### src/rtl/tagged_union_unpacker.sv
// Tagged int/byte union reader: holds one accepted union word and serialises
// it onto a byte-wide valid/ready stream. Int-tagged words emit every lane;
// byte-tagged words emit only the aliased low lane.
module tagged_union_unpacker #(
  parameter int unsigned NUM_BYTES = 4,
  parameter bit          MSB_FIRST = 1'b0,
  parameter int unsigned CNT_W     = 16
) (
  input  logic                   clk,
  input  logic                   rst_n,
  input  logic                   in_valid,
  output logic                   in_ready,
  input  logic                   in_tag,
  input  logic [8*NUM_BYTES-1:0] in_data,
  output logic                   out_valid,
  input  logic                   out_ready,
  output logic [7:0]             out_byte,
  output logic                   out_last,
  output logic [CNT_W-1:0]       word_count
);

  localparam int unsigned DATA_W = 8 * NUM_BYTES;
  localparam int unsigned IDX_W  = (NUM_BYTES > 1) ? $clog2(NUM_BYTES) : 1;

  typedef enum logic {IDLE, EMIT} state_e;

  state_e             state_q, state_d;
  logic [DATA_W-1:0]  data_q, data_d;
  logic               tag_q, tag_d;
  logic [IDX_W-1:0]   idx_q, idx_d;
  logic [7:0]         byte_q, byte_d;
  logic               last_q, last_d;
  logic [CNT_W-1:0]   cnt_q, cnt_d;
  logic               xfer;
  logic               last_xfer;
  logic [IDX_W-1:0]   next_idx;

  // Select the byte for emission slot idx; byte-tag words always map to lane 0.
  function automatic logic [7:0] pick_lane(input logic [DATA_W-1:0] data,
                                           input logic              tag,
                                           input logic [IDX_W-1:0]  idx);
    logic [IDX_W-1:0] lane;
    logic [7:0]       b;
    lane = (MSB_FIRST && tag) ? (IDX_W'(NUM_BYTES - 1) - idx) : idx;
    b    = 8'h00;
    for (int unsigned l = 0; l < NUM_BYTES; l++) begin
      if (IDX_W'(l) == lane) b = data[8*l +: 8];
    end
    return b;
  endfunction

  // Next-state, accept and emit logic; in_ready is the only combinational output.
  always_comb begin
    state_d   = state_q;
    data_d    = data_q;
    tag_d     = tag_q;
    idx_d     = idx_q;
    byte_d    = byte_q;
    last_d    = last_q;
    cnt_d     = cnt_q;
    xfer      = (state_q == EMIT) && out_ready;
    last_xfer = xfer && last_q;
    in_ready  = (state_q == IDLE) || last_xfer;
    next_idx  = idx_q + IDX_W'(1);

    if (last_xfer) begin
      cnt_d   = cnt_q + CNT_W'(1);
      state_d = IDLE;
    end else if (xfer) begin
      // Only int words reach here, so the word ends at lane NUM_BYTES-1.
      idx_d  = next_idx;
      byte_d = pick_lane(data_q, tag_q, next_idx);
      last_d = (next_idx == IDX_W'(NUM_BYTES - 1));
    end

    // Accept overrides the IDLE return so back-to-back words leave no bubble.
    if (in_valid && in_ready) begin
      state_d = EMIT;
      data_d  = in_data;
      tag_d   = in_tag;
      idx_d   = '0;
      byte_d  = pick_lane(in_data, in_tag, '0);
      last_d  = !in_tag || (NUM_BYTES == 1);
    end
  end

  // State and holding registers.
  always_ff @(posedge clk or negedge rst_n) begin
    if (!rst_n) begin
      state_q <= IDLE;
      data_q  <= '0;
      tag_q   <= 1'b0;
      idx_q   <= '0;
      byte_q  <= 8'h00;
      last_q  <= 1'b0;
      cnt_q   <= '0;
    end else begin
      state_q <= state_d;
      data_q  <= data_d;
      tag_q   <= tag_d;
      idx_q   <= idx_d;
      byte_q  <= byte_d;
      last_q  <= last_d;
      cnt_q   <= cnt_d;
    end
  end

  assign out_valid  = (state_q == EMIT);
  assign out_byte   = byte_q;
  assign out_last   = last_q;
  assign word_count = cnt_q;

endmodule
### config.mk
export PLATFORM = sky130hd
export DESIGN_NAME = tagged_union_unpacker
export DESIGN_NICKNAME = d
export VERILOG_FILES = /design/src/rtl/tagged_union_unpacker.sv
export SDC_FILE = /design/constraint.sdc
export NUM_CORES = 1
export LEC_CHECK = 0
export ABC_AREA = 1
export BUFFER_PORTS_ARGS = -buffer_cell sky130_fd_sc_hd__buf_2
export CAP_MARGIN = 5
export CORE_UTILIZATION = 45
export DETAILED_ROUTE_END_ITERATION = 8
export PLACE_DENSITY = 0.76
export SLEW_MARGIN = 20
export SYNTH_ARGS = -nofsm -noshare
export SYNTH_HDL_FRONTEND = slang
export SYNTH_SLANG_ARGS = --single-unit
export TNS_END_PERCENT = 10
### constraint.sdc
create_clock -name clk -period 3.3 [get_ports clk]
set_input_delay 0.66 -clock clk [delete_from_list [all_inputs] [get_ports clk]]
set_output_delay 0.66 -clock clk [all_outputs]
set_load 0.005 [all_outputs]
==> flow_summary.ini <==
[sta]
setup_violations = 0
max_freq_mhz = 516
finalCritPeriodShare = 0.587
fin_crit_ns = 1.94
hold_viol = 0
slew_headroom = 0.500
max_slew.worst_pin.slew_ns = 0.749
rsz0062_at_grt = false
fin_hold_ws_ns = 0.326
totalNegativeSetupSlack_ns = 0
final_max_slew_viol_count = 0
skew_ns = 0.0106

[setup_path]
setup.worst_path.class = reg -> reg
critPathMaxFanout = 22
end_kind = flop
cp-start-kind = flop
worst-endpoint-required_ns = 3.55
cp.arrival_ns = 2.19

[clocking]
cts_root_buffer = clkbuf_8
numClockSinks = 60
postCtsSetupBuffers = 0
cts_tree = done
cts_buffers = 9
clk_latency_ns = 0.34
htree_levels = 3
clockBufferDepth = 2
cts_hold_buf = 0
cts.clk_slew.worst_paths_ns = 0.07
cts_resized = 0

[die]
initial_core_util = 0.466
die_h_um = 83.1
dieWidth_um = 83.1
rows = 29
core_area_um2 = 6350
io_pins = 64
dieArea_um2 = 6900

[pwr]
p_per_area_nw_per_um2 = 811
ir_drop_uv = 428
leakage_nw = 1.99

[cells_and_area]
antennaDiodeCount = 0
nNetsFinal = 502
syn_to_final_growth_pct = 18.6
fillers = 623
drive_gt1_frac = 0.187

[yosys]
ys_seq_area_frac = 0.507
synthArstFlopShare = 1.00
yosys.cell_count.top_type = nand2_1
syn_area_per_cell_um2 = 7.49
yosysTopAreaCellShare = 0.507
synthTopCellsByArea = dfrtp_1 (51%), nand2_1 (23%), nor2_1 (4.8%)
syn-num-nets = 437
yosys.area.top_type = dfrtp_1
syn-cell-area_um2 = 2960
synth_edf_count = 0
ys_warn_count = 0
ys.flop_type = dfrtp_1
synth_common_cells = nand2_1 (184), dfrtp_1 (60), nor2_1 (38)
synth.distinct_cells = 23
yosys_register_bits = 60
synthCells = 395

[min_path]
hold_class = in -> async

[placement]
dp_hpwl_mm = 4.82
place.gp.congestion = 0.767
port_buffers = 63

[drt]
drc_errors = 0
drt-initial-drc-count = 182
ant_nets = 0
wl_mm = 6.69
wl_per_cell_um = 12.3
via_count = 2660
drt_pass1_iterations = 4
viasPerCell = 4.91

[global_routing]
antenna_found_initial = 0
grt_max_degree = 48
grt_pass1_wl_mm = 11.8
grt_pass1_vias = 2602
grt_usage = 0.212
overflow = 0

[run_status]
status = finished, final reports clean

[run]
drv_cap = 0
-- cell type report --
cell class / count / area (um^2) / share of cell area
flip-flops and latches: 60 / 1500 / 0.428
multi-input cells: 290 / 1280 / 0.364
repair buffers: 66 / 340 / 0.0970
clock buffers: 12 / 145 / 0.0414
inverters: 33 / 124 / 0.0353
well taps: 77 / 96.3 / 0.0275
clock inverters: 4 / 25.0 / 0.00713
-- worst paths after layout --
path / startpoint / to / slack [ns] / cells after the start
worst max register to register: out_valid$_DFFE_PN0P_ / out_byte[6]$_DFFE_PN0P_ / 1.36 / 8
worst max-delay path: out_valid$_DFFE_PN0P_ / out_byte[6]$_DFFE_PN0P_ / 1.36 / 8
worst min register to register: data_q[8]$_DFFE_PN0P_ / data_q[8]$_DFFE_PN0P_ / 0.48 / 2
min in group clk: data_q[8]$_DFFE_PN0P_ / data_q[8]$_DFFE_PN0P_ / 0.48 / 2
worst min-delay path: rst_n / out_valid$_DFFE_PN0P_ / 0.33 / 1
max in group asynchronous: rst_n / word_count[2]$_DFFE_PN0P_ / 2.40 / 2
-- per-layer routing --
| metal | vias to the layer above | track usage | share of wire |
|---|---|---|---|
| met1 | 1234 | 0.285 | 0.46 |
| met2 | 79 | 0.343 | 0.48 |
| met4 | 0 | 0.0721 | 0.012 |
| li1 | 1339 | - | - |
| met5 | - | 0 | 0 |
| met3 | 8 | 0.0447 | 0.050 |
-- sequential cells by signal, summed over array words and instances (netlist names) --
signal and count:
idx_q 2, out_last 1, out_byte 8, out_valid 1
data_q 32, word_count 16
-- critical path, stage by stage, from the launching register on --
cell	delay, ns
dfrtp_1	0.43
inv_1	0.08
a21oi_1	0.04
nor2_2	0.58
buf_4	0.38
nand2_1	0.12
nand2_1	0.07
inv_1	0.04
a21oi_1	0.11
-- kinds of logic (layout without fill, tap and decap cells) --
kind of cell             after synthesis  count (layout)  synth area share
flip-flops                            60              60             0.507
buffers and inverters                 45             115            0.0617
XOR/XNOR                               7               7            0.0207
adder cells (fa/ha/maj)                5               5            0.0211
AO/OA/AOI/OAI                         25              25            0.0431
AND/OR/NAND/NOR                      253             253             0.346
-- where the power goes --
| part | internal, mW | switching, mW | total (mW) |
|---|---|---|---|
| clock network | 0.291 | 0.287 | 0.578 |
| logic | 0.394 | 0.623 | 1.02 |
| registers | 1.04 | 0.215 | 1.25 |
-- per-stage QoR --
stage	area, um^2	total power [mW]	std cells	setup slack, ns	utilization
finish	3510	2.85	542	1.36	0.553
global placement	3340	2.23	526	1.13	0.526
global route	3510	3.10	542	1.10	0.553
CTS	3510	2.86	542	1.35	0.552
floorplan	2960	1.93	395	1.77	-
detailed placement	3340	2.27	526	1.05	0.526
-- layout by cell type, fill, tap and decap left out, drive strengths merged --
cell      synthesis  routed
nor3              2       2
dfrtp            60      60
nand3            18      18
a21oi            18      18
nand4             5       5
clkbuf            6      12
clkinvlp          0       2
buf               6      66
o21ai             6       6
clkinv            1       3
xor2              5       5
nand2           187     187
inv              32      32
nand3b            1       1
o21bai            1       1
nor2             40      40
ha                5       5
xnor2             2       2
(Power assumes the default switching activity.)
